==> src/rtl/butt_pkg.sv <==
// Shared constants for the Butterworth signed-digit output converter.
// Digit i of a signed-digit word sits at bits [2i+1:2i] as {plus, minus}.
package butt_pkg;

  localparam int PLUS_BIT   = 1;
  localparam int MINUS_BIT  = 0;
  localparam int STAGE_DEF  = 8;
  localparam int DEPTH_DEF  = 4;
  localparam int DROP_CNT_W = 8;

  // Bit position of one half (plus or minus) of signed digit 'digit'.
  function automatic int sd_idx(input int digit, input int half);
    return 2 * digit + half;
  endfunction

endpackage

==> src/rtl/butt_conv_fifo.sv <==
// First-word-fall-through output buffer with occupancy, sticky overflow and
// an optional saturating drop counter (enabled by BUTT_CONV_DROPCNT_EN).
module butt_conv_fifo
  import butt_pkg::*;
#(
  parameter int W     = STAGE_DEF + 1,
  parameter int DEPTH = DEPTH_DEF
) (
  input  logic                  clk,
  input  logic                  nrst,
  input  logic                  push,
  input  logic [W-1:0]          din,
  input  logic                  pop_req,
  output logic [W-1:0]          dout,
  output logic                  dout_valid,
  output logic                  overflow,
  output logic [DROP_CNT_W-1:0] drop_cnt
);

  localparam int PTR_W = (DEPTH > 1) ? $clog2(DEPTH) : 1;
  localparam int CNT_W = $clog2(DEPTH + 1);

  logic [W-1:0]     mem [DEPTH];
  logic [PTR_W-1:0] wr_ptr_reg, rd_ptr_reg, rd_ptr_next;
  logic [CNT_W-1:0] count_reg, count_next;
  logic [W-1:0]     head_reg, head_next;
  logic             overflow_reg;
  logic             full, empty, pop, wr, drop;

  always_comb begin
    full        = (count_reg == CNT_W'(DEPTH));
    empty       = (count_reg == '0);
    pop         = pop_req && !empty;
    // A full buffer still accepts a push when the head leaves on the same edge.
    wr          = push && (!full || pop);
    drop        = push && full && !pop;
    rd_ptr_next = pop ? rd_ptr_reg + PTR_W'(1) : rd_ptr_reg;
    count_next  = count_reg;
    case ({wr, pop})
      2'b10:   count_next = count_reg + CNT_W'(1);
      2'b01:   count_next = count_reg - CNT_W'(1);
      default: count_next = count_reg;
    endcase
    // Registered head; bypass the write data when it becomes the new head.
    if (count_next == '0)
      head_next = '0;
    else if (wr && (wr_ptr_reg == rd_ptr_next))
      head_next = din;
    else
      head_next = mem[rd_ptr_next];
  end

  always_ff @(posedge clk) begin
    if (!nrst && wr)
      mem[wr_ptr_reg] <= din;
  end

  always_ff @(posedge clk) begin
    if (nrst) begin
      wr_ptr_reg   <= '0;
      rd_ptr_reg   <= '0;
      count_reg    <= '0;
      head_reg     <= '0;
      overflow_reg <= 1'b0;
    end else begin
      if (wr)
        wr_ptr_reg <= wr_ptr_reg + PTR_W'(1);
      rd_ptr_reg <= rd_ptr_next;
      count_reg  <= count_next;
      head_reg   <= head_next;
      if (drop)
        overflow_reg <= 1'b1;
    end
  end

`ifdef BUTT_CONV_DROPCNT_EN
  logic [DROP_CNT_W-1:0] drop_cnt_reg;

  always_ff @(posedge clk) begin
    if (nrst)
      drop_cnt_reg <= '0;
    else if (drop && (drop_cnt_reg != '1))
      drop_cnt_reg <= drop_cnt_reg + DROP_CNT_W'(1);
  end

  assign drop_cnt = drop_cnt_reg;
`else
  assign drop_cnt = '0;
`endif

  assign dout       = head_reg;
  assign dout_valid = !empty;
  assign overflow   = overflow_reg;

endmodule

==> src/rtl/butt_out_conv.sv <==
// Signed-digit to two's-complement converter feeding an FWFT output buffer.
// Optional drop counter is built when BUTT_CONV_DROPCNT_EN is defined.
module butt_out_conv
  import butt_pkg::*;
#(
  parameter int Stage = STAGE_DEF,
  parameter int DEPTH = DEPTH_DEF
) (
  input  logic                  clk,
  input  logic                  nrst,
  input  logic                  enable,
  input  logic [2*Stage-1:0]    din_sd,
  output logic [Stage:0]        dout,
  output logic                  dout_valid,
  input  logic                  dout_ready,
  output logic                  overflow,
  output logic [DROP_CNT_W-1:0] drop_cnt
);

  logic [Stage-1:0] p_next, n_next;
  logic [Stage-1:0] p_reg, n_reg;
  logic [Stage:0]   diff_reg;
  logic             v1_reg, v2_reg;

  generate
    for (genvar gi = 0; gi < Stage; gi++) begin : g_gather
      assign p_next[gi] = din_sd[sd_idx(gi, PLUS_BIT)];
      assign n_next[gi] = din_sd[sd_idx(gi, MINUS_BIT)];
    end
  endgenerate

  // P and N are both non-negative, so one extra bit holds P-N exactly.
  always_ff @(posedge clk) begin
    if (nrst) begin
      p_reg    <= '0;
      n_reg    <= '0;
      v1_reg   <= 1'b0;
      diff_reg <= '0;
      v2_reg   <= 1'b0;
    end else begin
      v1_reg <= enable;
      if (enable) begin
        p_reg <= p_next;
        n_reg <= n_next;
      end
      diff_reg <= {1'b0, p_reg} - {1'b0, n_reg};
      v2_reg   <= v1_reg;
    end
  end

  butt_conv_fifo #(
    .W     (Stage + 1),
    .DEPTH (DEPTH)
  ) u_fifo (
    .clk        (clk),
    .nrst       (nrst),
    .push       (v2_reg),
    .din        (diff_reg),
    .pop_req    (dout_ready),
    .dout       (dout),
    .dout_valid (dout_valid),
    .overflow   (overflow),
    .drop_cnt   (drop_cnt)
  );

endmodule

==> config.mk <==
export PLATFORM = sky130hd
export DESIGN_NAME = butt_out_conv
export DESIGN_NICKNAME = d
export VERILOG_FILES = /design/src/rtl/butt_pkg.sv /design/src/rtl/butt_conv_fifo.sv /design/src/rtl/butt_out_conv.sv
export SDC_FILE = /design/constraint.sdc
export NUM_CORES = 1
export LEC_CHECK = 0
export CORE_AREA = 8 8 98 100
export CTS_CLUSTER_DIAMETER = 30
export CTS_CLUSTER_SIZE = 40
export DETAILED_ROUTE_END_ITERATION = 10
export DIE_AREA = 0 0 106 108
export GPL_TIMING_DRIVEN = 0
export HOLD_SLACK_MARGIN = 0.15
export PLACE_DENSITY_LB_ADDON = 0.1
export SLEW_MARGIN = 20
export SYNTH_ARGS = -nofsm -noshare
export SYNTH_HDL_FRONTEND = slang
export SYNTH_SLANG_ARGS = --single-unit
export TNS_END_PERCENT = 20
==> constraint.sdc <==
create_clock -name clk -period 8.5 [get_ports clk]
set_clock_uncertainty 0.05 [all_clocks]
set_input_delay 1.7 -clock clk [delete_from_list [all_inputs] [get_ports clk]]
set_output_delay 1.7 -clock clk [all_outputs]
set_load 0.01 [all_outputs]
# Yosys cells after proc, flatten, opt, wreduce, memory -nomap -nowiden
# Memory sizes are Yosys's and may differ from the RTL's. A register that Yosys moved wholly into a read port is not among the register bits.
# Index checks and enable logic that the tools add are counted.
[classes] n_addsub=5 n_eq_ne=3 muxes=4 n_reduce_logical=13
[op_table] op="$sub A8 B8 Y9" n=1
[op_table] op="$logic_not A3 Y1" n=2
[op_table] op="$pmux W3 S2" n=1
[op_table] op="$logic_and A1 B1 Y1" n=5
[op_table] op="$add A2 B1 Y2 const B" n=2
[op_table] op="$logic_not A1 Y1" n=4
[op_table] op="$add A3 B1 Y3 const B" n=1
[op_table] op="$eq A3 B3 Y1 const B" n=1
[op_table] op="$sub A3 B1 Y3 const B" n=1
[op_table] op="$eq A2 B1 Y1 const B" n=1
[op_table] op="$eq A2 B2 Y1 const B" n=1
[op_table] op="$mux W1" n=2
[op_table] op="$mux W2" n=1
[op_table] op="$reduce_or A2 Y1" n=1
[op_table] op="$logic_or A1 B1 Y1" n=1
[word_totals] ff_bits=35 ram_bits=36 output_inout_bits=19 memories=1
[memory_table] memory="u_fifo.mem" words=4 word_bits=9 rd=1 rd_clocked_by_memory_dff=1 wr=1 line_no="butt_conv_fifo.sv:23" rtl="logic [W-1:0] mem [DEPTH];"

# Logic depth before layout (Yosys ltp)
# Gate-level depths: netlist of run 1.
[logic_depth] depth_word=9 mapped_depth=11 depth_no_buf=9

# Cells and area by module
# A second synthesis of run 1 with hierarchy kept.
[unflattened] cells_unflattened=383 area_unflattened_um2=4021.4
[modules_own_cells] module="butt_conv_fifo" instances=1 cells_each=252 area_per_inst_um2=2777.7
[modules_own_cells] module="butt_out_conv" instances=1 cells_each=131 area_per_inst_um2=1243.7

# Least setup slack after synthesis of run 1
# OpenSTA, ideal clock, no wires.
[synth_path] path_type="input to register" startpoint="input port dout_ready" endpoint="register u_fifo.head_reg[0] (netlist: u_fifo.dout[0]) (read register of u_fifo.mem)" t_arrival_ns=3.801 path_slack_ns=4.590 cell_stages=10 path_cell_list="buf_4 > nor2b_1 > nand2_1 > fa_1 > xor2_1 > mux2_2 > a211oi_1 > nor2_1 > nor2_2 > a22o_1"
[synth_between] elab_chain_cells=7 elab_cells_between_ends=9 cone_classes="2 x eq/ne; 2 x mux; 5 x reduce/logical"
[synth_lines] element="from (decl)" line_no="butt_out_conv.sv:15" rtl="input logic dout_ready,"
[synth_lines] element="$logic_and A1 B1 Y1 (*)" line_no="butt_conv_fifo.sv:33" rtl="pop = pop_req && !empty;"
[synth_lines] element="$logic_or A1 B1 Y1" line_no="butt_conv_fifo.sv:35" rtl="wr = push && (!full || pop);"
[synth_lines] element="$logic_and A1 B1 Y1" line_no="butt_conv_fifo.sv:35"
[synth_lines] element="$eq A2 B1 Y1 or $eq A2 B2 Y1 (tied branches)" line_no="butt_conv_fifo.sv:39" rtl="case ({wr, pop})"
[synth_lines] element="$pmux W3 S2" line_no="butt_conv_fifo.sv:39"
[synth_lines] element="$logic_not A3 Y1" line_no="butt_conv_fifo.sv:45" rtl="if (count_next == '0)"
[synth_lines] element="$reduce_or A2 Y1 (no source line)"
[synth_lines] element="to (decl)" line_no="butt_conv_fifo.sv:26" rtl="logic [W-1:0] head_reg, head_next;"
# Mark *: on every way between the ends. The rest lies on a longest branch, timed or not.
# A chain may end at the register's enable or synchronous reset.

# Final worst setup path of run 1
[layout_path] startpoint="input port dout_ready" endpoint="register u_fifo.head_reg[6] (netlist: u_fifo.dout[6]) (read register of u_fifo.mem)"
# Same word-level chain as after synthesis.

==> results_tabular.tex, run 1 <==
\begin{tabular}{lr}
\hline
Metric & Value \\
\hline
\multicolumn{2}{l}{\textbf{Worst setup path}} \\
\quad Critical path class & input pin to flop \\
\quad Worst flop-to-flop path startpoint & u\_fifo.count\_reg[1] \\
\quad R2R Setup Slk & $\sim$5700 ps \\
\quad Library cell contributing the largest single delay on the critical path & clkdlybuf4s50\_1 \\
\quad Crit-path max cell delay & 500 ps \\
\quad Ordered cell list for the critical path & clkdlybuf4s50\_1, buf\_4, nor2b\_1, nand2\_1, fa\_1, xor2\_1, mux2\_2, a211oi\_1, nor2\_1, nor2\_2, a22o\_1 \\
\quad Reg2reg path depth & 10 \\
\quad Startpoint type of the worst setup path & input pin \\
\quad Worst-path fanout max & 10 \\
\quad Endpoint type of the worst setup path & flop \\
\quad End of the worst register-to-register path & u\_fifo.dout[6] \\
\quad Req. time, crit path & just under 9000 ps \\
\quad Arrival time at the worst endpoint & 4710 ps \\
\multicolumn{2}{l}{\textbf{Power and ir drop}} \\
\quad Relative contribution of combinational cells to total power & a little over a tenth \\
\quad Switching power & 200 µW \\
\quad Maximum resistive drop on vdd & between 70 and 80 µV \\
\quad Switching power as a share of total power & 24.9\% \\
\quad Static leakage & about 1.7 nW \\
\quad Power Dens Cells & 192 nW/µm² \\
\quad Proportion of power drawn by flip-flops and latches & between 50\% and 60\% \\
\quad Clk network pwr share & between 30\% and 40\% \\
\quad Int Pwr & 604 µW \\
\multicolumn{2}{l}{\textbf{Detailed routing}} \\
\quad Wirelength, routed & 6530 µm \\
\quad Average wire length per cell after detail routing & $\sim$14 µm \\
\quad Vias per std cell & $\sim$4.8 \\
\quad Initial DRC count & 53 \\
\quad Vias after detailed routing & roughly 2,200 \\
\quad Number of nets with antenna violations after detailed routing & 0 \\
\quad First drt pass iteration count & 5 \\
\quad Drt drc & 0 \\
\multicolumn{2}{l}{\textbf{Timing}} \\
\quad Total negative slack & 0 ps \\
\quad Slew HR & $\sim$62\% \\
\quad Fmax achieved & $\sim$0.22 GHz \\
\quad Portion of the clock cycle consumed by the worst path in the final layout & between 50\% and 60\% \\
\quad Count of pins over their slew limit & 0 \\
\quad RSZ-0062 raised after global routing & no \\
\quad Worst hold-check slack & between 400 and 500 ps \\
\quad Final setup violation count & 0 \\
\quad Worst Max-Slew Pin Slew & 569 ps \\
\quad Fin. Hold Viols & 0 \\
\quad Fin crit period & approximately 4500 ps \\
\multicolumn{2}{l}{\textbf{GRT}} \\
\quad Overall Global Routing Usage & between 10\% and 20\% \\
\quad Met1 demand-to-capacity share in global routing & between 10\% and 20\% \\
\quad Number of global-route vias before repair & between 2,000 and 2,500 \\
\quad Global routing's busiest layer & met2 \\
\quad Met3 track demand over resource in global routing & under 10\% \\
\quad GRT overflow & 0 \\
\quad Pin count of the biggest net entering global routing & 16 \\
\quad Antenna violations before repair & 0 \\
\quad Met2 track demand over resource & 18.6\% \\
\quad Global-route wire length before repair & 10,600 µm \\
\multicolumn{2}{l}{\textbf{Logic synthesis}} \\
\quad Leading cell types by total area after synthesis & edfxtp\_1 30\%, dfxtp\_1 25\%, mux2i\_1 7.3\%, ha\_1 4.2\%, nor2\_1 3.4\% \\
\quad Cells after Synth & 300 \\
\quad Portion of synthesized cell area occupied by the leading cell type & between 30\% and 40\% \\
\quad Distinct cell type count of the synthesized netlist & 42 \\
\quad Fraction of the yosys area taken by sequential cells & between 50\% and 60\% \\
\quad Cell type with the largest total area after synthesis & edfxtp\_1 \\
\quad Cell area after technology mapping & around 3500 µm² \\
\quad Predominant post-synthesis flop cell & dfxtp\_1 \\
\quad Count of flip-flops with a built-in enable after synthesis & 36 \\
\quad Total of flip-flops plus latches after synthesis & 80 \\
\quad Yosys warns & 0 \\
\quad Fraction of synthesis flops using an asynchronous set or reset pin & 0\% \\
\quad Mean Syn Cell Area & approximately 12 µm² \\
\multicolumn{2}{l}{\textbf{Clocking}} \\
\quad Number of H-tree levels & 3 \\
\quad CTS clock-pin slew for the worst setup and hold paths & roughly 80 ps \\
\quad Post-CTS resize count & 0 \\
\quad Number of buffers inserted by post-CTS setup repair & 0 \\
\quad Maximum number of buffers from clock root to sink & 2 \\
\quad Hold buffers post-CTS & 0 \\
\quad Total clock buffers created by CTS & 9 \\
\quad Cell chosen for the clock root & clkbuf\_8 \\
\quad TritonCTS clock tree & yes \\
\quad Number of clock sinks & 80 \\
\quad Clock insertion delay at the later pin of the skew report & 350 ps \\
\multicolumn{2}{l}{\textbf{Die}} \\
\quad I/O pins & 39 \\
\quad Initial core utilization & 44.0\% \\
\quad Overall die area & 11,400 µm² \\
\quad Die height & around 110 µm \\
\quad Horizontal die dimension & between 100 and 150 µm \\
\quad Area inside the core boundary & approximately 8100 µm² \\
\quad Row count & 33 \\
\multicolumn{2}{l}{\textbf{Finish}} \\
\quad Most common cell after layout, fill and taps aside & dfxtp\_1 \\
\quad Largest register FFs & 36 \\
\quad Layout Nets & $\sim$380 \\
\quad Most frequent cells in the layout & 44 x dfxtp\_1, 36 x edfxtp\_1, 32 x nor2\_1 \\
\quad Fraction of final layout cells sized beyond drive strength 1 & a little under an eighth \\
\quad Number of fillers in the final layout & roughly 730 \\
\quad Footprint of the flip-flops and latches & 1960 µm² \\
\quad Area added between synthesis and finish & 18.3\% \\
\quad N\_diodes & 0 \\
\quad Area of the multi-input gates & 1360 µm² \\
\multicolumn{2}{l}{\textbf{Status}} \\
\quad Result of the run & completed \\
\multicolumn{2}{l}{\textbf{Flow run}} \\
\quad Max-Cap Viols & 0 \\
\multicolumn{2}{l}{\textbf{Placement}} \\
\quad DPL Wire Length & about 4500 µm \\
\quad Weighted congestion at the end of routability-driven global placement & 0.744 \\
\quad PortBufs & 29 \\
\multicolumn{2}{l}{\textbf{Worst hold path}} \\
\quad Endpoint of the worst hold path & v2\_reg \\
\quad Worst min-delay path startpoint & v1\_reg \\
\quad Number of stages on the worst hold path & 1 \\
\quad Worst hold-check path type & flop to flop \\
\hline
\end{tabular}
cell type report:
cell class	count	area share, %
plain buffers	25	4.68
clock buffers	9	2.95
clock inverters	7	1.88
inverters	15	1.34
multi-input cells	187	32.3
flip-flops and latches	80	46.8
well taps	105	3.13
repair buffers	29	6.92
critical path: cells and delay by family:
| kind | cells | cell delay, ps |
|---|---|---|
| AOI/OAI and AO/OA | 2 | 450 |
| xor gates and xnor gates | 1 | 170 |
| adders and majority gates | 1 | 450 |
| buffers and inverters | 2 | 700 |
| muxes | 1 | 360 |
| and+or+nand+nor | 4 | 890 |
layer usage:
metal	wire (µm)	up-vias
met5	0	-
met3	241	8
met1	3080	1011
li1	-	1124
met2	3100	42
met4	109	0
cells by family after synthesis:
logic type	after synthesis	share of synthesized area (%)
flip-flops	80	55.3
adder cells (fa/ha/maj)	14	5.36
AO/OA/AOI/OAI	53	10.8
XOR/XNOR	11	2.93
multiplexers	28	7.97
AND/OR/NAND/NOR	73	10.3
other	1	0.106
buffers and inverters	40	7.13
worst max path at each step:
stage,to,start
after detailed placement,u_fifo.dout[6],dout_ready
final,u_fifo.dout[6],dout_ready
after global placement,u_fifo.dout[2],dout_ready
after global routing,u_fifo.dout[2],dout_ready
after CTS,u_fifo.dout[6],dout_ready
after floorplan,u_fifo.dout[0],dout_ready
power groups by stage:
| stage | clock, mW | sequential, mW | combinational (mW) |
|---|---|---|---|
| floorplan | 0 | 0.440 | 0.0598 |
| global placement | 0 | 0.443 | 0.0842 |
| detailed placement | 0 | 0.444 | 0.0856 |
| CTS | 0.292 | 0.435 | 0.0860 |
| global route | 0.309 | 0.437 | 0.0958 |
| finish | 0.284 | 0.435 | 0.0852 |
cells in the mapped netlist, types with 4 or more instances:
library cell	count
edfxtp_1	36
mux2i_1	26
dfxtp_1	44
inv_1	15
a211oi_1	12
nor2b_1	19
a22o_1	9
o21ai_0	4
clkbuf_1	5
and2_1	4
buf_4	9
buf_2	5
buf_6	4
ha_1	12
a21oi_1	15
xnor2_1	7
nor2_1	32
metrics by stage:
step	worst slack (ps)	total power, mW	cell area [µm²]	cells	utilization [%]
global route	3880	0.842	4200	457	52.1
finish	4040	0.804	4200	457	52.1
floorplan	4590	0.500	3570	307	-
global placement	3680	0.527	3990	441	49.6
detailed placement	3660	0.530	3990	441	49.6
CTS	4020	0.813	4200	457	52.1
Power figures use the tool's default switching activity.
==> inputs of run 2 (changes only) <==
==> constraint.sdc (replaced) <==
create_clock -name clk -period 4.4 [get_ports clk]
set_clock_uncertainty 0.05 [all_clocks]
set_input_delay 0.88 -clock clk [delete_from_list [all_inputs] [get_ports clk]]
set_output_delay 0.88 -clock clk [all_outputs]
set_load 0.01 [all_outputs]
==> results of run 2 <==
Same layout as run 1 (identical final DEF). Status: completed.
Main changes from that run: setup slack after placement 3660 ps -> 381 ps; setup slack after layout 4040 ps -> 762 ps; register-to-register setup slack 5730 ps -> 1630 ps; total power 0.804 mW -> 1.55 mW; worst IR drop on VDD 73.7 µV -> 142 µV
